$ cat config.mk
export PLATFORM = sky130hd
export DESIGN_NAME = processor_st_to_mm_fifo_csr
export DESIGN_NICKNAME = d
export VERILOG_FILES = /design/src/rtl/processor_fifo_pkg.sv /design/src/rtl/processor_sync_fifo_core.sv /design/src/rtl/processor_st_to_mm_fifo_csr.sv
export SDC_FILE = /design/constraint.sdc
export NUM_CORES = 1
export LEC_CHECK = 0
export BUFFER_PORTS_ARGS = -buffer_cell sky130_fd_sc_hd__buf_2
export CAP_MARGIN = 20
export CORE_MARGIN = 10
export CORE_UTILIZATION = 60
export CTS_CLUSTER_SIZE = 24
export DETAILED_ROUTE_END_ITERATION = 8
export PLACE_DENSITY = 0.78
export SKIP_CTS_REPAIR_TIMING = 1
export SYNTH_ARGS = -nofsm -noshare
export SYNTH_HDL_FRONTEND = slang
export SYNTH_SLANG_ARGS = --single-unit
$ cat constraint.sdc
create_clock -name wrclock -period 3.55 [get_ports wrclock]
set_input_delay 0.1775 -clock wrclock [delete_from_list [all_inputs] [get_ports wrclock]]
set_output_delay 0.1775 -clock wrclock [all_outputs]
set_load 0.05 [all_outputs]
$ cat src/rtl/processor_fifo_pkg.sv
// Shared constants for the stream-to-register FIFO: register map, STATUS bit
// positions and a width helper for pointer/level sizing.
package processor_fifo_pkg;

  localparam logic [2:0] ADDR_DATA    = 3'd0;
  localparam logic [2:0] ADDR_LEVEL   = 3'd1;
  localparam logic [2:0] ADDR_STATUS  = 3'd2;
  localparam logic [2:0] ADDR_THRESH  = 3'd3;
  localparam logic [2:0] ADDR_DROP    = 3'd4;
  localparam logic [2:0] ADDR_CTRL    = 3'd5;
  localparam logic [2:0] ADDR_LAST_CH = 3'd6;

  localparam int ST_EMPTY = 0;
  localparam int ST_FULL  = 1;
  localparam int ST_OVF   = 2;
  localparam int ST_UNF   = 3;
  localparam int ST_IRQ   = 4;

  // Ceiling log2; a depth of N entries needs clog2(N) pointer bits.
  function automatic int clog2(input int v);
    int r;
    int x;
    r = 0;
    x = v - 1;
    while (x > 0) begin
      r = r + 1;
      x = x >> 1;
    end
    return r;
  endfunction

endpackage

$ cat src/rtl/processor_sync_fifo_core.sv
// Generic single-clock FIFO. A pop on empty is ignored; a push while full is
// only accepted when a pop frees a slot in the same cycle; flush beats push.
module processor_sync_fifo_core
  import processor_fifo_pkg::*;
#(
  parameter int WIDTH = 36,
  parameter int DEPTH = 16,
  localparam int AW   = clog2(DEPTH),
  localparam int LW   = AW + 1
) (
  input  logic             clk,
  input  logic             rst,
  input  logic             push,
  input  logic [WIDTH-1:0] wdata,
  input  logic             pop,
  input  logic             flush,
  output logic [WIDTH-1:0] q,
  output logic [LW-1:0]    level,
  output logic             empty,
  output logic             full
);

  logic [WIDTH-1:0] mem_q [DEPTH];
  logic [AW-1:0]    wr_ptr_q, wr_ptr_d;
  logic [AW-1:0]    rd_ptr_q, rd_ptr_d;
  logic [LW-1:0]    level_q, level_d;
  logic             push_ok, pop_ok;

  assign empty = (level_q == '0);
  assign full  = (level_q == LW'(DEPTH));
  assign level = level_q;
  assign q     = mem_q[rd_ptr_q];

  // Accept decisions and next pointer/level state.
  always_comb begin
    pop_ok   = pop & ~empty;
    push_ok  = push & ~flush & (~full | pop_ok);
    wr_ptr_d = wr_ptr_q;
    rd_ptr_d = rd_ptr_q;
    level_d  = level_q;
    if (flush) begin
      wr_ptr_d = '0;
      rd_ptr_d = '0;
      level_d  = '0;
    end else begin
      if (push_ok) wr_ptr_d = wr_ptr_q + AW'(1);
      if (pop_ok)  rd_ptr_d = rd_ptr_q + AW'(1);
      level_d = level_q + LW'(push_ok) - LW'(pop_ok);
    end
  end

  // Pointer and level registers; reset discards the contents.
  always_ff @(posedge clk or posedge rst) begin
    if (rst) begin
      wr_ptr_q <= '0;
      rd_ptr_q <= '0;
      level_q  <= '0;
    end else begin
      wr_ptr_q <= wr_ptr_d;
      rd_ptr_q <= rd_ptr_d;
      level_q  <= level_d;
    end
  end

  // Storage array; data needs no reset since level gates visibility.
  always_ff @(posedge clk) begin
    if (push_ok) mem_q[wr_ptr_q] <= wdata;
  end

endmodule

$ cat src/rtl/processor_st_to_mm_fifo_csr.sv
// Streaming sink to register-mapped read slave. Buffers tagged samples and
// exposes pop, level, sticky flags, threshold irq, drop counter and flush.
module processor_st_to_mm_fifo_csr
  import processor_fifo_pkg::*;
#(
  parameter int DATA_W = 32,
  parameter int DEPTH  = 16,
  parameter int CH_W   = 4,
  parameter int DROP_W = 16
) (
  input  logic              wrclock,
  input  logic              reset,
  input  logic [DATA_W-1:0] avalonst_sink_data,
  input  logic [CH_W-1:0]   avalonst_sink_channel,
  input  logic              avalonst_sink_valid,
  input  logic [2:0]        avalonmm_slave_address,
  input  logic              avalonmm_slave_read,
  input  logic              avalonmm_slave_write,
  input  logic [31:0]       avalonmm_slave_writedata,
  output logic [31:0]       avalonmm_slave_readdata,
  output logic              irq
);

  localparam int LW    = clog2(DEPTH) + 1;
  localparam int WIDTH = DATA_W + CH_W;
  localparam logic [DROP_W-1:0] DROP_MAX = {DROP_W{1'b1}};

  logic [WIDTH-1:0]  fifo_q;
  logic [LW-1:0]     fifo_level;
  logic              fifo_empty, fifo_full;
  logic              pop, flush, ovf_evt, unf_evt;

  logic              overflow_q, overflow_d;
  logic              underflow_q, underflow_d;
  logic [DROP_W-1:0] drop_q, drop_d;
  logic [LW-1:0]     threshold_q, threshold_d;
  logic [CH_W-1:0]   last_ch_q, last_ch_d;
  logic              irq_q, irq_d;
  logic [31:0]       readdata_q, readdata_d;
  logic [31:0]       status;
  logic [DROP_W-1:0] drop_base;

  // A DATA read requests a pop; CONTROL bit0 flushes.
  assign pop   = avalonmm_slave_read  && (avalonmm_slave_address == ADDR_DATA);
  assign flush = avalonmm_slave_write && (avalonmm_slave_address == ADDR_CTRL)
                 && avalonmm_slave_writedata[0];

  processor_sync_fifo_core #(
    .WIDTH (WIDTH),
    .DEPTH (DEPTH)
  ) u_core (
    .clk   (wrclock),
    .rst   (reset),
    .push  (avalonst_sink_valid),
    .wdata ({avalonst_sink_data, avalonst_sink_channel}),
    .pop   (pop),
    .flush (flush),
    .q     (fifo_q),
    .level (fifo_level),
    .empty (fifo_empty),
    .full  (fifo_full)
  );

  // A full FIFO is never empty, so any pop frees a slot; flush discards silently.
  assign ovf_evt = avalonst_sink_valid & fifo_full & ~pop & ~flush;
  assign unf_evt = pop & fifo_empty;

  // CSR next state: sticky flags (set beats clear), counter, threshold, read mux.
  always_comb begin
    overflow_d  = overflow_q;
    underflow_d = underflow_q;
    if (avalonmm_slave_write && avalonmm_slave_address == ADDR_STATUS) begin
      if (avalonmm_slave_writedata[ST_OVF]) overflow_d  = 1'b0;
      if (avalonmm_slave_writedata[ST_UNF]) underflow_d = 1'b0;
    end
    if (ovf_evt) overflow_d  = 1'b1;
    if (unf_evt) underflow_d = 1'b1;

    drop_base = (avalonmm_slave_write && avalonmm_slave_address == ADDR_DROP) ? '0 : drop_q;
    drop_d    = drop_base;
    if (ovf_evt && drop_base != DROP_MAX) drop_d = drop_base + DROP_W'(1);

    threshold_d = threshold_q;
    if (avalonmm_slave_write && avalonmm_slave_address == ADDR_THRESH) begin
      if (avalonmm_slave_writedata > 32'(DEPTH)) threshold_d = LW'(DEPTH);
      else threshold_d = avalonmm_slave_writedata[LW-1:0];
    end

    last_ch_d = last_ch_q;
    if (pop && !fifo_empty) last_ch_d = fifo_q[CH_W-1:0];

    irq_d = (fifo_level >= threshold_q) || overflow_q;

    status           = '0;
    status[ST_EMPTY] = fifo_empty;
    status[ST_FULL]  = fifo_full;
    status[ST_OVF]   = overflow_q;
    status[ST_UNF]   = underflow_q;
    status[ST_IRQ]   = irq_q;

    readdata_d = readdata_q;
    if (avalonmm_slave_read) begin
      case (avalonmm_slave_address)
        ADDR_DATA:    readdata_d = fifo_empty ? '0 : 32'(fifo_q[WIDTH-1:CH_W]);
        ADDR_LEVEL:   readdata_d = 32'(fifo_level);
        ADDR_STATUS:  readdata_d = status;
        ADDR_THRESH:  readdata_d = 32'(threshold_q);
        ADDR_DROP:    readdata_d = 32'(drop_q);
        ADDR_LAST_CH: readdata_d = 32'(last_ch_q);
        default:      readdata_d = '0;
      endcase
    end
  end

  // CSR state registers.
  always_ff @(posedge wrclock or posedge reset) begin
    if (reset) begin
      overflow_q  <= 1'b0;
      underflow_q <= 1'b0;
      drop_q      <= '0;
      threshold_q <= LW'(DEPTH / 2);
      last_ch_q   <= '0;
      irq_q       <= 1'b0;
      readdata_q  <= '0;
    end else begin
      overflow_q  <= overflow_d;
      underflow_q <= underflow_d;
      drop_q      <= drop_d;
      threshold_q <= threshold_d;
      last_ch_q   <= last_ch_d;
      irq_q       <= irq_d;
      readdata_q  <= readdata_d;
    end
  end

  assign avalonmm_slave_readdata = readdata_q;
  assign irq                     = irq_q;

endmodule
# Word level (Yosys, flattened, before mapping)
# Memories as Yosys holds them, arrays and structs flattened.
# Index checks and enable logic that the tools add are counted.
[word_totals]
ram_bits = 576
n_memories = 1
register_bits = 73
in_bits = 76
[classes]
order_cmp = 2
n_reduce_logical = 20
eq_ne = 8
n_bitwise = 12
add_sub_neg = 5
n_mux = 18
[memory_table]
columns = ["name", "depth", "word_bits", "read_ports", "rd_clocked_by_memory_dff", "wr", "line_no", "source"]
rows = [
  ["u_core.mem_q", 16, 36, 1, 0, 1, "processor_sync_fifo_core.sv:23", "logic [WIDTH-1:0] mem_q [DEPTH];"],
]
[ops]
columns = ["cell", "count"]
rows = [
  ["$pmux W32 S6", 1],
  ["$gt A32 B5 Y1 const B", 1],
  ["$mux W16", 2],
  ["$mux W32", 1],
  ["$add A16 B1 Y16 const B", 1],
  ["$mux W4", 4],
  ["$ne A16 B16 Y1 const B", 1],
  ["$reduce_bool A2 Y1", 6],
  ["$mux W5", 2],
  ["$eq A3 B3 Y1 const B", 3],
  ["$add A4 B1 Y4 const B", 2],
  ["$logic_and A1 B1 Y1", 8],
  ["$mux W1", 8],
  ["$and A1 B1 Y1", 7],
  ["$eq A3 B2 Y1 const B", 2],
  ["$add A5 B1 Y5", 1],
  ["$eq A5 B5 Y1 const B", 1],
  ["$ge A5 B5 Y1", 1],
  ["$logic_not A5 Y1", 1],
  ["$sub A5 B1 Y5", 1],
  ["$not A1 Y1", 4],
  ["$reduce_and A2 Y1", 2],
  ["$eq A3 B1 Y1 const B", 1],
  ["$logic_not A3 Y1", 1],
  ["other kinds (3)", 3],
]

# Longest topological paths before layout
# Gate-level depths: netlist of the first run.
[depth]
word_depth = 9
mapped_depth = 16
depth_no_buf = 14

# By module
# Synthesis of the first run repeated with hierarchy kept, for this count alone.
[hier_totals]
cells_unflattened = 1469
hier_area_um2 = 26118.8
[by_module_without_submodules]
columns = ["mod", "instances", "seq_area_each_um2", "area_each_um2", "cells_per_inst"]
rows = [
  ["processor_sync_fifo_core", 1, 17621.9, 22982.0, 1143],
  ["processor_st_to_mm_fifo_csr", 1, 1502.7, 3136.8, 326],
]

# Worst setup path before layout of the first run
# No wires, ideal clock.
[synth_path]
path_type = "reg2reg"
startpoint = "register u_core.level_q[3] (netlist: u_core.level[3])"
endpoint = "register u_core.level_q[4] (netlist: u_core.level[4])"
arrival_ps = 2897
n_path_buf = 2
setup_slack_ps = 575
setup_ps = 78
stages_incl_launch_ff = 17
synth_period_minus_slack_ps = 2975
cell_sequence = "dfrtp_1 > inv_1 > ha_1 > nor4b_1 > nor2b_1 > buf_4 > clkbuf_1 > ha_1 > inv_1 > ha_1 > inv_1 > fa_1 > inv_1 > a21oi_1 > nor2_1 > or3_1 > a21oi_1"
[synth_via]
elab_chain_len = 8
elab_cells_between_ends = 10
classes_between = "2 x add/sub; 1 x eq/ne; 1 x mux; 5 x bitwise; 1 x reduce/logical"
[synth_lines]
columns = ["item", "line_no", "source"]
rows = [
  ["start, declared", "processor_sync_fifo_core.sv:26", "logic [LW-1:0] level_q, level_d;"],
  ["start signal, assigned", "processor_sync_fifo_core.sv:61", "level_q <= level_d;"],
  ["$logic_not A5 Y1 *", "processor_sync_fifo_core.sv:29", "assign empty = (level_q == '0);"],
  ["$not A1 Y1 *", "processor_sync_fifo_core.sv:36", "pop_ok = pop & ~empty;"],
  ["$and A1 B1 Y1 *", "processor_sync_fifo_core.sv:36", ""],
  ["net u_core.pop_ok", "processor_sync_fifo_core.sv:27", "logic push_ok, pop_ok;"],
  ["$or A1 B1 Y1", "processor_sync_fifo_core.sv:37", "push_ok = push & ~flush & (~full | pop_ok);"],
  ["$and A1 B1 Y1", "processor_sync_fifo_core.sv:37", ""],
  ["$add A5 B1 Y5", "processor_sync_fifo_core.sv:48", "level_d = level_q + LW'(push_ok) - LW'(pop_ok);"],
  ["$sub A5 B1 Y5 *", "processor_sync_fifo_core.sv:48", ""],
  ["$mux W5 *", "processor_sync_fifo_core.sv:41", "if (flush) begin"],
  ["net u_core.level_d[4]", "processor_sync_fifo_core.sv:26", ""],
]
# Mark *: on every way through the listed nets, which the timed path passes. The rest lies on a longest branch.
# A chain may end at the register's enable or synchronous reset.

# Final worst setup path of the first run
[layout_path]
startpoint = "register u_core.level_q[2] (netlist: u_core.level[2])"
endpoint = "register u_core.level_q[4] (netlist: u_core.level[4])"
[layout_via]
elab_chain_len = 8
elab_cells_between_ends = 10
classes_between = "2 x add/sub; 1 x eq/ne; 1 x mux; 5 x bitwise; 1 x reduce/logical"
[layout_lines]
columns = ["item", "line_no"]
rows = [
  ["$logic_not A5 Y1", "processor_sync_fifo_core.sv:29"],
  ["$not A1 Y1", "processor_sync_fifo_core.sv:36"],
  ["$and A1 B1 Y1", "processor_sync_fifo_core.sv:36"],
  ["$or A1 B1 Y1", "processor_sync_fifo_core.sv:37"],
  ["$and A1 B1 Y1", "processor_sync_fifo_core.sv:37"],
  ["$add A5 B1 Y5", "processor_sync_fifo_core.sv:48"],
  ["$sub A5 B1 Y5 *", "processor_sync_fifo_core.sv:48"],
  ["$mux W5 *", "processor_sync_fifo_core.sv:41"],
  ["net u_core.level_d[4]", "processor_sync_fifo_core.sv:26"],
]
# Marked as above.

==> results of run 1 <==
-- stage by stage --
stage	power, mW	utilization (%)
floorplan	12.9	-
global placement	14.0	64.2
detailed placement	14.2	64.2
CTS	20.7	69.0
global route	21.4	70.1
finish	20.6	70.1
-- logic make-up (layout without fill, tap and decap cells) --
group	Yosys count	after routing	share of synthesized area, %
compound gates	128	128	3.45
xor+xnor	13	13	0.442
fa+ha+maj	18	18	0.904
buf+inv	85	333	1.50
flops	649	649	74.3
mux	219	219	15.2
other cells	0	1	0
simple gates	191	191	4.23
-- worst max-delay path: cells and delay by family, from the launching register on --
| family | cells | cell delay [ps] |
|---|---|---|
| compound gates | 2 | 280 |
| fa+ha+maj | 4 | 900 |
| buf+inv | 4 | 270 |
| flops | 1 | 410 |
| simple gates | 4 | 1070 |
-- state kept, by name, summed over array words and instances (netlist names) --
signal,count
last_ch_q,4
overflow_q,1
u_core.wr_ptr_q,4
threshold_q,5
u_core.mem_q,576
irq,1
u_core.level,5
drop_q,16
underflow_q,1
u_core.rd_ptr_q,4
avalonmm_slave_readdata,32
-- layout make-up --
class / count / area (µm²) / area share (%)
inverters: 19 / 72.6 / 0.245
multi-input cells: 569 / 6250 / 21.1
diodes: 1 / 2.50 / 0.00845
clock inverters: 30 / 269 / 0.909
repair buffers: 198 / 1460 / 4.93
well taps: 539 / 674 / 2.28
flip-flops and latches: 649 / 19100 / 64.6
clock buffers: 86 / 1740 / 5.89
-- final timing paths --
path	startpoint	end	slack [ps]	cells after the start
hold reg to reg	overflow_q	irq	500	1
hold / removal	avalonmm_slave_writedata[11]	threshold_q[4]	3	5
min in group asynchronous	reset	threshold_q[4]	250	3
setup / recovery	u_core.level[2]	u_core.level[4]	550	14
max in group asynchronous	reset	avalonmm_slave_readdata[23]	2480	4
setup reg to reg	u_core.level[2]	u_core.level[4]	550	14
-- power by group --
part	internal [mW]	switching (mW)
registers	9.12	0.622
logic	2.03	2.32
clock network	3.72	2.77
-- routing by layer --
metal,track usage (%),up-vias,part of all wire (%)
met2,36.2,686,49
met3,5.12,103,9.2
met4,6.53,2,2.3
met1,31.3,6990,40
li1,-,5710,-
met5,0,-,0.012
-- cells in the final DEF, fill, tap and decap left out, types with 22 or more instances in the layout --
master,synthesis,final
mux4_2,137,137
mux2i_1,80,80
edfxtp_1,576,576
nor2_1,29,29
buf_2,27,108
o21ai_0,27,27
dlygate4sd3_1,0,47
a21oi_1,30,30
dfrtp_1,72,68
clkbuf_16,0,63
nand2b_1,22,22
nand2_1,38,38
buf_4,5,33
==> reports/qor.csv, run 1 <==
stage,metric,value,unit
run_status,outcome,completed,
synthesis,synth_ff_type,edfxtp_1,
synthesis,yosysTopAreaCellShare,67.2,%
sta,fin_hold_ws,2.81,ps
sta,finClkSkew,10.1,ps
synthesis,ys_seq_elements,649,
cells_and_area,nets,1592,
synthesis,syn_area,25700,µm²
route,drtIter0Drc,1576,
synthesis,syn_inst,1303,
synthesis,syn_nets,1397,
worst_setup_path,critPathLaunchType,flip-flop,
synthesis,synth_area_leaders,"edfxtp_1, mux4_2, dfrtp_1",
job,drv_cap,0,
route,wirelength,57.7,mm
sta,setup_tns,0,ps
clock_tree,cts_buffers,61,
synthesis,ys_seq_area_share,74.3,%
sta,rsz0062_at_grt,false,
sta,setup-violations-final,0,
sta,timing.fmax,333,MHz
clock_tree,cts_tree,done,
synthesis,yosysMostFrequentCell,edfxtp_1,
min_path,hp-class,in2reg,
synthesis,syn_area_per_cell,19.8,µm²
cells_and_area,drive_gt1_share,27.0,%
place,portBuffers,108,
synthesis,synth_warnings,0,
global_route,grt_max_degree,52,
worst_setup_path,critPathRequiredTime,4090,ps
worst_setup_path,critical-path-max-stage-delay,510,ps
sta,finalCritPeriodShare,84.6,%
place,pre_cts_slack,637,ps
floorplanning,die_h,227,µm
place,dp.final_hpwl,32.6,mm
synthesis,synth_edf_count,576,
worst_setup_path,slowest_stage,nor4b_1,
route,vias_per_cell,6.45,
worst_setup_path,crit_type,reg2reg,
route,dr.pass1.iters,5,
floorplanning,fp.dieW,227,µm
sta,fin_ws,546,ps
worst_setup_path,cp-end-kind,flip-flop,
cells_and_area,design_area,29600,µm²
worst_setup_path,crit_chain,inv_1 -> ha_1 -> nor4b_1 -> nor2b_1 -> ha_1 -> inv_1 -> ha_1 -> inv_1 -> fa_1 -> inv_1 -> a21oi_1 -> nor2_1 -> or3_1 -> a21oi_1,
floorplanning,dieArea,51600,µm²
cells_and_area,syn_to_final_growth,15.0,%
floorplanning,start_util,61.0,%
global_route,grt_pass1_wl,86.6,mm
clock_tree,cts_max_level,2,
cells_and_area,finalNonFillerCells,2091,
global_route,antenna_found_initial,2,
floorplanning,row_count,75,
power_and_ir_drop,power_density,695,nW/µm²
floorplanning,io-pin-count,109,
sta,tightest_slew,923,ps
synthesis,synth_common_cells,"edfxtp_1, mux4_2, mux2i_1",
worst_setup_path,path_common_cell,inv_1,
route,avgRoutedWirePerCell,27.6,µm
global_route,overflow,0,
sta,final_max_slew_viol_count,0,
power_and_ir_drop,leakage,9.95,nW
place,place.gp.congestion,0.853,
place,placed_area,27100,µm²
route,drtAntennaViolNets,0,
power_and_ir_drop,ir_drop,0.000478,V
clock_tree,clk_pin_slew,60,ps
synthesis,postSynth.asyncResetShare,11.2,%
clock_tree,cts_buffer_depth,3,
sta,finalHoldViolations,0,
worst_setup_path,cp_data_arrival_time,3540,ps
sta,fin_crit,3000,ps
cells_and_area,fill_cells,2496,
clock_tree,clock-sinks,649,
route,route.detailed.drc,0,
global_route,grt_pass1_vias,13833,
clock_tree,ctsRootBufferMaster,clkbuf_16,
clock_tree,clock_latency,620,ps
route,vias,13491,
floorplanning,design.core.area,42200,µm²
worst_setup_path,critPathMaxFanout,4,
sta,relSlewSlack,38.5,%
synthesis,yosysTopAreaCell,edfxtp_1,
place,dp_cells,1927,
synthesis,ys_types,61,
global_route,grt_use_total,22.7,%
(Power assumes the default switching activity.)
==> inputs of run 2 (changes only) <==
--- a/config.mk
+++ b/config.mk
@@ -8,10 +8,10 @@
 export BUFFER_PORTS_ARGS = -buffer_cell sky130_fd_sc_hd__buf_2
 export CAP_MARGIN = 20
 export CORE_MARGIN = 10
-export CORE_UTILIZATION = 60
+export CORE_UTILIZATION = 55
 export CTS_CLUSTER_SIZE = 24
 export DETAILED_ROUTE_END_ITERATION = 8
-export PLACE_DENSITY = 0.78
+export PLACE_DENSITY = 0.75
 export SKIP_CTS_REPAIR_TIMING = 1
 export SYNTH_ARGS = -nofsm -noshare
 export SYNTH_HDL_FRONTEND = slang
==> constraint.sdc (replaced) <==
create_clock -name wrclock -period 2.6 [get_ports wrclock]
set_input_delay 0.13 -clock wrclock [delete_from_list [all_inputs] [get_ports wrclock]]
set_output_delay 0.13 -clock wrclock [all_outputs]
set_load 0.05 [all_outputs]
==> reports/qor.csv, run 2 (synthesis results as in run 1) <==
stage,metric,value,unit,change
power_and_ir_drop,fin_total_pwr,29.0,mW,was 20.6 mW
floorplanning,dieArea,55900,µm²,"was 51,600 µm²"
place,dp.final_hpwl,33.4,mm,was 32.6 mm
worst_setup_path,critPathRequiredTime,3130,ps,was 4090 ps
route,dr.max_layer_used,met5,,unchanged
run_status,outcome,"complete, but fails checks",,was completed
power_and_ir_drop,ir_drop,0.000525,V,was 0.000478 V
worst_setup_path,cp-end-kind,flip-flop,,unchanged
sta,final_max_slew_viol_count,0,,unchanged
clock_tree,clock_latency,600,ps,was 620 ps
worst_setup_path,crit_family,adder cells,,was simple AND/OR/NAND/NOR gates
clock_tree,cts_tree,done,,unchanged
cells_and_area,largest-register,u_core.mem_q,,unchanged
cells_and_area,syn_to_final_growth,17.9,%,was 15.0%
worst_setup_path,cp_data_arrival_time,3010,ps,was 3540 ps
job,drv_cap,0,,unchanged
place,portBuffers,108,,unchanged
place,placed_area,27700,µm²,"was 27,100 µm²"
clock_tree,clk_pin_slew,60,ps,about the same
cells_and_area,design_area,30400,µm²,"was 29,600 µm²"
place,pre_cts_slack,20.3,ps,was 637 ps
floorplanning,die_h,236,µm,was 227 µm
worst_setup_path,worst-path-stages,14,,unchanged
power_and_ir_drop,power_density,956,nW/µm²,was 695 nW/µm²
cells_and_area,mostFrequentLayoutCells,"edfxtp_1, mux4_2, buf_2",,unchanged
route,route.detailed.drc,0,,unchanged
clock_tree,cts_buffer_depth,3,,unchanged
route,drtAntennaViolNets,0,,unchanged
worst_setup_path,crit_chain,inv_2 -> ha_4 -> nor4b_4 -> nor2b_2 -> ha_1 -> inv_1 -> ha_2 -> inv_2 -> fa_2 -> inv_1 -> a21oi_1 -> nor2_1 -> or3_1 -> a21oi_2,,was inv_1 -> ha_1 -> nor4b_1 -> nor2b_1 -> ha_1 -> inv_1 -> ha_1 -> inv_1 -> fa_1 -> inv_1 -> a21oi_1 -> nor2_1 -> or3_1 -> a21oi_1
route,wl_met1,23.1,mm,was 22.8 mm
global_route,grt_use_total,20.3,%,was 22.7%
worst_setup_path,reg2reg_slack,120,ps,was 550 ps
worst_setup_path,crit_start,u_core.level[3],,was u_core.level[2]
sta,finalHoldViolations,1,,was 0
sta,fin_crit,2480,ps,was 3000 ps
route,wl_met3,4.72,mm,was 5.32 mm
clock_tree,clock-sinks,649,,unchanged
route,drtIter0Drc,1375,,"was 1,576"
worst_setup_path,crit_type,reg2reg,,unchanged
worst_setup_path,reg2reg_from,u_core.level[3],,was u_core.level[2]
run_status,violations,negative hold slack,,
floorplanning,row_count,79,,was 75
worst_setup_path,critPathCapture,u_core.level[4],,unchanged
clock_tree,cts_buffers,66,,was 61
route,avgRoutedWirePerCell,26.0,µm,was 27.6 µm
cells_and_area,largest_register_ffs,576,,unchanged
route,vias_per_cell,6.14,,was 6.45
sta,finalCritPeriodShare,95.4,%,was 84.6%
worst_setup_path,reg2reg_depth,14,,unchanged
clock_tree,cts_max_level,3,,was 2
route,wl_met2,28.2,mm,about the same
sta,setup-violations-final,0,,unchanged
worst_setup_path,cp_num_buf_inv,4,,unchanged
route,dr.pass1.iters,5,,unchanged
cells_and_area,nets,1630,,"was 1,592"
worst_setup_path,critical-path-max-stage-delay,390,ps,was 510 ps
global_route,grt_pass1_vias,13881,,"was 13,833"
min_path,hp-class,in2reg,,unchanged
worst_setup_path,critPathMaxFanout,2,,was 4
floorplanning,start_util,55.4,%,was 61.0%
sta,tightest_slew,845,ps,was 923 ps
cells_and_area,finalNonFillerCells,2192,,"was 2,091"
cells_and_area,layout_commonest_cell,edfxtp_1,,unchanged
clock_tree,ctsRootBufferMaster,clkbuf_16,,unchanged
power_and_ir_drop,leakage,10.2,nW,was 9.95 nW
worst_setup_path,worstReg2RegEnd,u_core.level[4],,unchanged
global_route,grt_pass1_wl,86.6,mm,about the same
cells_and_area,fill_cells,3048,,"was 2,496"
floorplanning,io-pin-count,109,,unchanged
route,vias,13468,,"was 13,491"
worst_setup_path,slowest_stage,dfrtp_1,,was nor4b_1
cells_and_area,drive_gt1_share,28.6,%,was 27.0%
cells_and_area,diodes,0,,was 1
sta,finClkSkew,32.8,ps,was 10.1 ps
route,wirelength,57.0,mm,was 57.7 mm
worst_setup_path,critPathLaunchType,flip-flop,,unchanged
place,dp_cells,2026,,"was 1,927"
place,place.gp.congestion,0.836,,was 0.853
sta,timing.fmax,403,MHz,was 333 MHz
global_route,overflow,0,,unchanged
global_route,grt_max_degree,62,,was 52
floorplanning,design.core.area,46500,µm²,"was 42,200 µm²"
global_route,antenna_found_initial,2,,unchanged
sta,fin_hold_ws,-11.7,ps,was 2.81 ps
sta,fin_ws,120,ps,was 546 ps
sta,relSlewSlack,43.7,%,was 38.5%
floorplanning,fp.dieW,236,µm,was 227 µm
run 2: worst min-delay path by stage:
stage | start | endpoint | slack [ps] | cells after the start
after floorplan | avalonst_sink_channel[0] | u_core.mem_q[0][0] | 230 | 0
after detailed placement | reset | threshold_q[4] | 310 | 2
after global routing | avalonmm_slave_writedata[16] | threshold_q[4] | 10 | 5
after global placement | reset | threshold_q[4] | 300 | 2
after CTS | reset | threshold_q[4] | -330 | 2
final | avalonmm_slave_writedata[5] | threshold_q[4] | -10 | 4
run 2: cell type report:
type                            instances  area, µm²  share of cell area (%)
Clock buffer                           88       1850                    6.09
Inverter                               19       72.6                   0.239
Timing Repair Buffer                  231       1970                    6.50
Tap cell                              607        759                    2.50
Multi-Input combinational cell        569       6290                    20.7
Sequential cell                       649      19100                    63.0
Clock inverter                         29        274                   0.903
run 2: worst reg2reg max path: stages, from the launching register on:
cell     delay, ps
dfrtp_1        390
inv_2           80
ha_4           130
nor4b_4        240
nor2b_2         90
ha_1           280
inv_1           40
ha_2           180
inv_2           60
fa_2           220
inv_1           50
a21oi_1        110
nor2_1          60
or3_1          350
a21oi_2        140
run 2: power breakdown:
part	switching, mW	internal [mW]	total [mW]
Clock	3.80	5.49	9.29
Sequential	0.594	12.5	13.1
Combinational	3.51	3.18	6.68
Total	7.91	21.1	29.0
run 2: metal layers:
metal  vias to the layer above  global-route usage [%]
met5                         -                       0
met4                         2                    6.08
met3                        82                    4.72
met2                       596                    32.8
met1                      7016                    27.3
li1                       5772                       -
run 2: metrics by stage:
step	utilization (%)	setup TNS [ps]
floorplan	-	-171
global placement	59.7	0
detailed placement	59.7	0
CTS	64.2	-8.09
global route	65.3	-5.94
finish	65.3	0
